`src/rtl/fetch_unit.sv`:
```
// fetch_unit: single-outstanding instruction fetch FSM feeding decode.
// Define FETCH_MISALIGN_TRAP_EN to trap misaligned redirect targets in a FAULT state.
module fetch_unit #(
    parameter logic [31:0] RESET_VECTOR = 32'h0000_0000
) (
    input  logic        clk,
    input  logic        reset,
    output logic        imem_req,
    output logic [31:0] imem_addr,
    input  logic        imem_gnt,
    input  logic        imem_rvalid,
    input  logic [31:0] imem_rdata,
    output logic [31:0] instr,
    output logic [31:0] pc,
    output logic        instr_valid,
    input  logic        instr_ready,
    input  logic        redirect,
    input  logic [31:0] redirect_pc,
    output logic        fetch_fault
);
`ifdef FETCH_MISALIGN_TRAP_EN
    typedef enum logic [1:0] {FETCH, WAIT, HOLD, FAULT} state_t;
`else
    typedef enum logic [1:0] {FETCH, WAIT, HOLD} state_t;
`endif
    state_t      state;
    logic [31:0] fetch_pc;
    logic [31:0] target;
    logic        discard;
    logic        grant;
    logic        busy;
    assign imem_addr = fetch_pc;
    assign grant     = imem_req && imem_gnt;
    // A response is still owed unless it arrives in this very cycle.
    assign busy      = grant || (state == WAIT && !imem_rvalid);
`ifdef FETCH_MISALIGN_TRAP_EN
    logic fault_q;
    assign target      = redirect_pc;
    assign fetch_fault = fault_q;
`else
    assign target      = {redirect_pc[31:2], 2'b00};
    assign fetch_fault = 1'b0;
`endif
    always_ff @(posedge clk) begin
        if (reset) begin
            state       <= FETCH;
            imem_req    <= 1'b0;
            instr_valid <= 1'b0;
            instr       <= 32'h0000_0013;
            pc          <= RESET_VECTOR;
            fetch_pc    <= RESET_VECTOR;
            discard     <= 1'b0;
`ifdef FETCH_MISALIGN_TRAP_EN
            fault_q     <= 1'b0;
`endif
        end else if (redirect) begin
            instr_valid <= 1'b0;
            fetch_pc    <= target;
`ifdef FETCH_MISALIGN_TRAP_EN
            fault_q     <= 1'b0;
            if (target[1:0] != 2'b00) begin
                state    <= FAULT;
                imem_req <= 1'b0;
                discard  <= 1'b0;
                fault_q  <= 1'b1;
                pc       <= target;
            end else
`endif
            begin
                state    <= busy ? WAIT : FETCH;
                imem_req <= !busy;
                discard  <= busy;
            end
        end else begin
            case (state)
                FETCH: begin
                    state    <= grant ? WAIT : FETCH;
                    imem_req <= !grant;
                end
                WAIT: if (imem_rvalid) begin
                    state       <= discard ? FETCH : HOLD;
                    imem_req    <= discard;
                    instr_valid <= !discard;
                    discard     <= 1'b0;
                    if (!discard) begin
                        instr <= imem_rdata;
                        pc    <= fetch_pc;
                    end
                end
                HOLD: if (instr_ready) begin
                    state       <= FETCH;
                    imem_req    <= 1'b1;
                    instr_valid <= 1'b0;
                    fetch_pc    <= fetch_pc + 32'd4;
                end
                default: ;
            endcase
        end
    end
endmodule

```
`config.mk`:
```
export PLATFORM = sky130hd
export DESIGN_NAME = fetch_unit
export DESIGN_NICKNAME = d
export VERILOG_FILES = /design/src/rtl/fetch_unit.sv
export SDC_FILE = /design/constraint.sdc
export NUM_CORES = 1
export LEC_CHECK = 0
export BUFFER_PORTS_ARGS = -buffer_cell sky130_fd_sc_hd__buf_4
export CAP_MARGIN = 30
export CORE_MARGIN = 3
export CORE_UTILIZATION = 39
export DETAILED_ROUTE_END_ITERATION = 8
export PLACE_DENSITY = 0.73
export SYNTH_ARGS = -nofsm -noshare
export SYNTH_HDL_FRONTEND = slang
export SYNTH_SLANG_ARGS = --single-unit
```
`constraint.sdc`:
```
create_clock -name clk -period 4.32 [get_ports clk]
set_input_delay 0.648 -clock clk [delete_from_list [all_inputs] [get_ports clk]]
set_output_delay 0.648 -clock clk [all_outputs]
set_load 0.1 [all_outputs]
```
Word-level counts from Yosys, hierarchy flattened

Index checks and enable logic that the tools add are counted.

Bits in registers: 101
Logic and storage cells: 58
Input bits: 70
Output and inout port bits: 99

Bitwise gates (word level): 2
Reductions and logical operators: 21
Equal/unequal tests: 6
$add $sub $neg: 1
Mux-type cells: 20

Operators by type and width:

| operator                                      | number |
|---|---|
| two-way mux 32 bit                            | 3 |
| adder 32 x 3 -> 32 bit, second input constant | 1 |
| two-way mux 1 bit                             | 10 |
| nonzero test 2 bit                            | 5 |
| two-way mux 2 bit                             | 4 |
| inequality test 3 bit, second input constant  | 2 |
| one-hot mux 2 bit (3 select lines)            | 1 |
| AND reduction 2 bit                           | 3 |
| AND reduction 3 bit                           | 2 |
| logical NOT 1 bit                             | 4 |
| inequality test 2 bit, second input constant  | 2 |
| AND reduction 4 bit                           | 1 |
| nonzero test 4 bit                            | 1 |
| one-hot mux 1 bit (3 select lines)            | 1 |
| == test 2 x 1 -> 1 bit, second input constant | 1 |
| == test 2 bit, second input constant          | 1 |
| logical AND 1 bit                             | 2 |
| logical NOT 2 bit                             | 1 |
| inverter 1 bit                                | 2 |
| one-hot mux 1 bit (2 select lines)            | 1 |
| OR reduction 2 bit                            | 1 |
| logical OR 1 bit                              | 1 |

Depth between registers and ports, before layout

Gate-level depths: netlist (run 1).

Depth in word-level cells: 5
Gate-level depth with buffers: 8
Mapped depth without buffers: 6

Worst setup path before layout (run 1)

OpenSTA, ideal clock, no wires.

Path kind: register -> register
Start point: register fetch_pc[13] (netlist: imem_addr[13])
End point: register fetch_pc[21] (netlist: imem_addr[21])
Clock period less this slack: 2.601 ns
Path slack: 1.719 ns
Stages on the path, launching flop included: 7
Setup time: 0.091 ns
Arrival time: 2.509 ns
Required time: 4.229 ns
Path buffers: 2
Cell sequence: dfxtp_1 -> buf_2 -> nand4_1 -> or2_0 -> clkbuf_1 -> or4_1 -> a311oi_1

Cells in the longest elaborated chain, start to end: 4

RTL lines:

| what                   | RTL line | RTL |
|---|---|---|
| from (decl)            | 27       | `logic [31:0] fetch_pc;` |
| from (signal assigned) | 58       | `fetch_pc <= target;` |
| from (signal assigned) | 94       | `fetch_pc <= fetch_pc + 32'd4;` |
| adder 32 x 3 -> 32 bit | 94       |  |
| two-way mux 32 bit     | 90       | `HOLD: if (instr_ready) begin` |
| two-way mux 32 bit     | 75       | `case (state)` |
| two-way mux 32 bit     | 56       | `end else if (redirect) begin` |

Every way passes these cells. The select of a mux whose other input is x is not followed.
A chain may end at the register's enable or synchronous reset.

Worst setup path in the final report (run 1)

Start point: register state[0]
End point: register fetch_pc[31] (netlist: imem_addr[31])

Cells in the longest elaborated chain, start to end: 3

RTL lines:

| what                                 | RTL line | RTL |
|---|---|---|
| from (decl)                          | 26       | `state_t state;` |
| from (signal assigned)               | 70       | `state <= busy ? WAIT : FETCH;` |
| from (signal assigned)               | 77       | `state <= grant ? WAIT : FETCH;` |
| from (signal assigned)               | 81       | `state <= discard ? FETCH : HOLD;` |
| == test 2 bit                        | 75       |  |
| nonzero test 2 bit (no source line)  | --       |  |
| AND reduction 2 bit (no source line) | --       |  |

Every way passes these cells.

==> flow_summary.json, run 1 <==
{
  "whs_ns": 0.459,
  "clk_latency_ns": 0.36,
  "die-area_mm2": 0.0121,
  "drtIter0Drc": 246,
  "h-tree-depth": 3,
  "multi_input_area_mm2": 0.00209,
  "cp-start-kind": "register",
  "synth_top_area_share_pct": 45.9,
  "slew_headroom_pct": 37.7,
  "r2r-end": "imem_addr[31]$_SDFFE_PP0P_",
  "netlist_area_mm2": 0.00423,
  "yosysWarnings": 0,
  "min_path_type": "reg -> reg",
  "routed_wl_um": 12200,
  "synth_commonest_cells": "145 x nand2_1, 97 x dfxtp_1, 68 x a21oi_1",
  "worst_pin_slew_ns": 0.935,
  "clockBufferDepth": 2,
  "synth-main-ff-cell": "dfxtp_1",
  "cp_max_fo": 10,
  "synth_most_common_cell": "nand2_1",
  "fin_worst_skew_ns": 0.0108,
  "cp_slowest_cell": "nor4_2",
  "grt_pass1_wl_um": 19200,
  "worst_slack_ns": 1.97,
  "synthDistinctLibCells": 50,
  "synth_edf_count": 0,
  "hold_violations": 0,
  "grt_max_degree": 89,
  "synthCells": 535,
  "grt_setup_unrepaired": "no",
  "finalCritPeriodShare_pct": 54.5,
  "min_to": "pc[7]$_SDFFE_PP0P_",
  "die_h_um": 110,
  "post-route-util_pct": 54.7,
  "crit_family": "simple AND/OR/NAND/NOR gates",
  "hold_start": "pc[7]$_SDFFE_PP0P_",
  "dr.pass1.iters": 5,
  "pre_cts_ws_ns": 1.98,
  "drc_errors": 0,
  "synthTopCellsByArea": "dfxtp_1 46%, nand2_1 13%, a21oi_1 8.0%",
  "crit_required_ns": 4.56,
  "rr_worst_depth": 6,
  "hold_depth": 2,
  "place_hpwl_um": 8610,
  "place_congestion": 0.826,
  "timing.setup.tns_ns": 0,
  "async_reset_ff_share_pct": 0,
  "cp_cell_sequence": "inv_1 -> ha_1 -> nand4_1 -> nor4_2 -> a21boi_0 -> or3_1",
  "antenna_left": 0,
  "critPathCaptureType": "register",
  "cts-resized-gates": 0,
  "root_buffer": "clkbuf_8",
  "cts_buffers": 9,
  "drv_slew": 0,
  "cts.clk_slew.worst_paths_ns": 0.09,
  "r2r-start": "state[0]$_SDFFE_PP0P_",
  "status": "complete, no violations",
  "r2r_setup_slack_ns": 1.97,
  "fmax_mhz": 425,
  "area_growth_pct": 34.5,
  "cts.sinks": 97,
  "path_class": "reg -> reg",
  "io_pins": 169,
  "ir_worst_vdd_mv": 0.165,
  "rows": 37,
  "p_per_area_mw_per_mm2": 345,
  "p_leak_uw": 0.00226,
  "grt_use_total_pct": 19.8,
  "finalSetupViolCount": 0,
  "cap_violations": 0,
  "initial_core_util_pct": 40.6,
  "power_uw": 1970,
  "drt-vias-per-instance": 5.26,
  "nFillCells": 998,
  "antenna_found_initial": 0,
  "cts_setup_buffers": 0,
  "layout_min_cycle_time_ns": 2.35,
  "coreArea_mm2": 0.0104,
  "critPathMaxStageDelay_ns": 0.62,
  "ys_seq_area_share_pct": 45.9,
  "synth_area_leader_cell": "dfxtp_1",
  "worst-path-buf-inv": 1,
  "ys_ff_latch": 97,
  "synth_area_per_cell_um2": 7.91,
  "num_vias": 4278,
  "cts_tree": "yes",
  "register_area_mm2": 0.00194,
  "grt_pass1_vias": 3980,
  "die_w_um": 110,
  "postCtsHoldBufs": 0,
  "nets": 747,
  "n_antenna_cell": 0,
  "drive_above_1_share_pct": 27.7,
  "io_buffer_count": 161,
  "overflow": 0,
  "crit_arrival_ns": 2.60,
  "wl_per_cell_um": 15.0
}
-- how the worst max path moves through the flow --
stage                                  to  slack (ns)  cells past startpoint                       start
6_report       imem_addr[31]$_SDFFE_PP0P_        1.97                      6       state[0]$_SDFFE_PP0P_
5_1_grt        imem_addr[31]$_SDFFE_PP0P_        1.67                      6       state[0]$_SDFFE_PP0P_
3_5_place_dp   imem_addr[31]$_SDFFE_PP0P_        1.98                      5                 instr_ready
4_1_cts        imem_addr[31]$_SDFFE_PP0P_        1.96                      6       state[0]$_SDFFE_PP0P_
3_3_place_gp          pc[22]$_SDFFE_PP0P_        2.01                      5                    redirect
2_1_floorplan  imem_addr[21]$_SDFFE_PP0P_        1.72                      6  imem_addr[13]$_SDFFE_PP0P_
-- worst min-delay path, stage by stage, from the launching register on --
cell and delay (ns):
dfxtp_1 0.32, nand2_1 0.05, a21oi_1 0.05
-- layer usage --
metal | track usage, % | vias up | routed length [µm]
met5 | 0 | - | 0
met4 | 6.42 | 0 | 200
met3 | 4.72 | 15 | 969
met2 | 31.7 | 160 | 5760
met1 | 26.5 | 1965 | 5310
li1 | - | 2138 | -
-- metrics by stage --
step	instances	area, µm²
global placement	797	5470
floorplan	539	4250
global route	814	5690
detailed placement	798	5490
finish	814	5690
CTS	814	5690
-- power by group --
part	switching, µW	leakage, µW	total (µW)	internal [µW]
logic	303	0.00137	414	111
registers	40.5	0.000790	963	923
clock network	325	0.0000996	588	262
total	669	0.00226	1970	1300
-- flip-flops by register name (all words and copies together), names as in the netlist --
| signal | flops |
|---|---|
| instr | 32 |
| state | 2 |
| pc | 30 |
| instr_valid | 1 |
| discard | 1 |
| imem_req | 1 |
| imem_addr | 30 |
-- kinds of logic (layout without fill, tap and decap cells) --
group           after synthesis  after routing  share of synthesized area (%)
other cells                   1              5                         0.0886
xor+xnor                     10             10                           2.07
flops                        97             97                           45.9
mux                           1              1                          0.237
compound gates              122            122                           17.8
simple gates                248            248                           27.6
buf+inv                      52            191                           5.14
fa+ha+maj                     4              4                           1.18
-- cell type report --
class,instances,share of cell area [%]
clock buffers,12,2.90
clock inverters,4,0.593
inverters,10,0.659
multi-input cells,390,36.8
flip-flops and latches,97,34.1
well taps,136,2.99
repair buffers,165,22.0
-- cell usage in the layout (no fill, tap or decap), types with 6 or more instances in the layout --
master / netlist / final
a211oi_1: 10 / 10
a21oi_1: 68 / 68
a311oi_1: 12 / 12
and3_1: 7 / 6
and4_1: 7 / 7
buf_4: 5 / 164
clkbuf_8: 0 / 12
dfxtp_1: 97 / 97
inv_1: 10 / 10
nand2_1: 145 / 145
nand3_1: 13 / 12
nand4_1: 11 / 11
nor2_1: 21 / 21
nor3_1: 7 / 7
o21ai_0: 10 / 10
o31ai_1: 7 / 7
or3_1: 6 / 6
or4_1: 8 / 8
(Power assumes the default switching activity.)
==> run 2, diff against run 1 <==
--- a/config.mk
+++ b/config.mk
@@ -5,12 +5,13 @@
 export SDC_FILE = /design/constraint.sdc
 export NUM_CORES = 1
 export LEC_CHECK = 0
+export ABC_AREA = 1
 export BUFFER_PORTS_ARGS = -buffer_cell sky130_fd_sc_hd__buf_4
 export CAP_MARGIN = 30
 export CORE_MARGIN = 3
 export CORE_UTILIZATION = 39
 export DETAILED_ROUTE_END_ITERATION = 8
-export PLACE_DENSITY = 0.73
+export PLACE_DENSITY = 0.74
 export SYNTH_ARGS = -nofsm -noshare
 export SYNTH_HDL_FRONTEND = slang
 export SYNTH_SLANG_ARGS = --single-unit
==> constraint.sdc (replaced) <==
create_clock -name clk -period 1.9 [get_ports clk]
set_input_delay 0.285 -clock clk [delete_from_list [all_inputs] [get_ports clk]]
set_output_delay 0.285 -clock clk [all_outputs]
set_load 0.1 [all_outputs]
==> run 2 against run 1 <==
Global-route usage grew 1.7 points. Highest routed layer unchanged. Hold slack lost 0.32 ns. Largest cell class unchanged. Die area grew 7.0%. Sequential power grew to 2.5 times the previous value. Critical path type unchanged. Fmax grew 37%. Cell count grew 15%.
==> flow_summary.json, run 2 <==
{
  "worst_slack_ns": 0.181,
  "placed_cells": 923,
  "nFillCells": 1039,
  "clockBufferDepth": 2,
  "grt_setup_unrepaired": "no",
  "min_path_type": "in -> reg",
  "routed_wl_um": 14400,
  "drv_slew": 0,
  "ys_ff_latch": 97,
  "num_vias": 4794,
  "synth_edf_count": 0,
  "rr_worst_depth": 9,
  "synthCells": 643,
  "wl_per_cell_um": 15.3,
  "fmax_mhz": 582,
  "ys_seq_area_share_pct": 42.7,
  "routed-wl-met3_um": 1110,
  "synth_commonest_cells": "118 x nor2_1, 112 x nand2_1, 97 x dfxtp_1",
  "cts_tree": "yes",
  "initial_core_util_pct": 40.8,
  "drtIter0Drc": 468,
  "finalSetupViolCount": 0,
  "synthDistinctLibCells": 37,
  "path_class": "reg -> reg",
  "place_congestion": 0.905,
  "synthTopCellsByArea": "dfxtp_1 43%, nor2_1 9.7%, nand2_1 9.3%",
  "r2r-start": "state[0]$_SDFFE_PP0P_",
  "finalCritPeriodShare_pct": 90.5,
  "io_pins": 169,
  "overflow": 0,
  "grt_pass1_wl_um": 22200,
  "grt_pass1_vias": 4418,
  "die_h_um": 114,
  "whs_ns": 0.136,
  "nets": 869,
  "synth_most_common_cell": "nor2_1",
  "cp-start-kind": "register",
  "p_leak_uw": 0.00272,
  "hold_violations": 0,
  "final_common_cell": "buf_4",
  "cts.sinks": 97,
  "cts_buffers": 9,
  "place_hpwl_um": 10600,
  "antenna_found_initial": 0,
  "synth-main-ff-cell": "dfxtp_1",
  "timing.setup.tns_ns": 0,
  "final_cell_mix": "170 x buf_4, 118 x nor2_1, 112 x nand2_1, 75 x dfxtp_1, 73 x o21ai_0",
  "pre_cts_ws_ns": 0.0604,
  "top_layer": "met4",
  "wl_met1_um": 6320,
  "largest_register_ffs": 32,
  "hold_depth": 3,
  "async_reset_ff_share_pct": 0,
  "power_uw": 6980,
  "grt_max_degree": 61,
  "route.met2.wl_um": 6700,
  "drive_above_1_share_pct": 30.5,
  "rows": 38,
  "coreArea_mm2": 0.0111,
  "synth_top_area_share_pct": 42.7,
  "drt-vias-per-instance": 5.10,
  "netlist_area_mm2": 0.00454,
  "root_buffer": "clkbuf_16",
  "n_antenna_cell": 0,
  "p_per_area_mw_per_mm2": 1120,
  "die-area_mm2": 0.0130,
  "ir_worst_vdd_mv": 0.804,
  "hold_start": "imem_rdata[0]",
  "fin_worst_skew_ns": 0.00863,
  "cts_setup_buffers": 0,
  "layout_min_cycle_time_ns": 1.72,
  "cap_violations": 0,
  "cts.clk_slew.worst_paths_ns": 0.07,
  "status": "complete, no violations",
  "clk_latency_ns": 0.35,
  "grt_use_total_pct": 21.5,
  "drc_errors": 0,
  "min_to": "instr[0]$_SDFFE_PP1P_",
  "crit_required_ns": 2.12,
  "area_growth_pct": 36.8,
  "critPathCaptureType": "register",
  "synth_area_per_cell_um2": 7.07,
  "die_w_um": 114,
  "io_buffer_count": 161,
  "dr.pass1.iters": 5,
  "crit_arrival_ns": 1.94,
  "h-tree-depth": 3,
  "yosysWarnings": 0,
  "antenna_left": 0,
  "cp_max_fo": 16,
  "r2r_setup_slack_ns": 0.18,
  "r2r-end": "imem_addr[12]$_SDFFE_PP0P_",
  "final_cell_count_no_fill": 940,
  "synth_area_leader_cell": "dfxtp_1",
  "regMostFlops": "instr"
}
run 2: per-stage QoR:
step,area [µm²],util (%)
2_1_floorplan,4590,-
3_3_place_gp,5890,52.9
3_5_place_dp,5890,52.9
4_1_cts,6180,55.6
5_1_grt,6220,55.9
6_report,6220,55.9
run 2: timing repair:
action                                  in CTS  in global routing
hold buffers                                 0                  0
endpoints found under the setup margin       0                 58
gates resized for setup                      0                  5
run 2: per-layer routing:
layer	vias to the layer above	track usage, %
met5	-	0
li1	2377	-
met4	0	7.21
met3	26	5.41
met1	2192	28.0
met2	199	35.0
run 2: cells by family after synthesis:
kind of cell / Yosys count / share of synthesized area, %
AOI/OAI and AO/OA: 146 / 17.6
xor gates and xnor gates: 9 / 1.74
buffers and inverters: 91 / 8.76
DFF: 97 / 42.7
adders and majority gates: 4 / 1.10
other: 1 / 0.0825
and+or+nand+nor: 295 / 28.0
run 2: critical path: stages, from the launching register on:
cell and delay [ns]:
dfxtp_1 0.32, inv_1 0.11, ha_1 0.26, nand2_2 0.17, inv_2 0.17, nor2_8 0.05, buf_12 0.16, a22o_1 0.18
a21oi_1 0.12, nor2_1 0.05
run 2: power breakdown:
| group | total [µW] | internal, µW | switching (µW) |
|---|---|---|---|
| clock | 1820 | 1030 | 785 |
| combinational | 2730 | 629 | 2100 |
| sequential | 2430 | 2260 | 168 |
| total | 6980 | 3920 | 3060 |
run 2: final cells by class:
cell class	instances	area (µm²)	area share (%)
sequential	97	1970	31.7
inverter	55	209	3.36
clock inverter	5	62.6	1.01
multi-input combinational	459	2230	35.8
tap	140	175	2.82
timing repair buffer	173	1340	21.6
clock buffer	11	233	3.74
run 2: worst max path at each step:
stage | slack [ns] | to | from
after floorplan | 0.008 | imem_addr[31]$_SDFFE_PP0P_ | imem_addr[27]$_SDFFE_PP0P_
after global placement | 0.17 | instr[8]$_SDFFE_PP0P_ | state[1]$_SDFFE_PP0P_
after detailed placement | 0.06 | pc[23]$_SDFFE_PP0P_ | state[1]$_SDFFE_PP0P_
after CTS | 0.04 | pc[23]$_SDFFE_PP0P_ | state[1]$_SDFFE_PP0P_
after global routing | 0.008 | pc[23]$_SDFFE_PP0P_ | state[1]$_SDFFE_PP0P_
final | 0.18 | imem_addr[12]$_SDFFE_PP0P_ | state[0]$_SDFFE_PP0P_
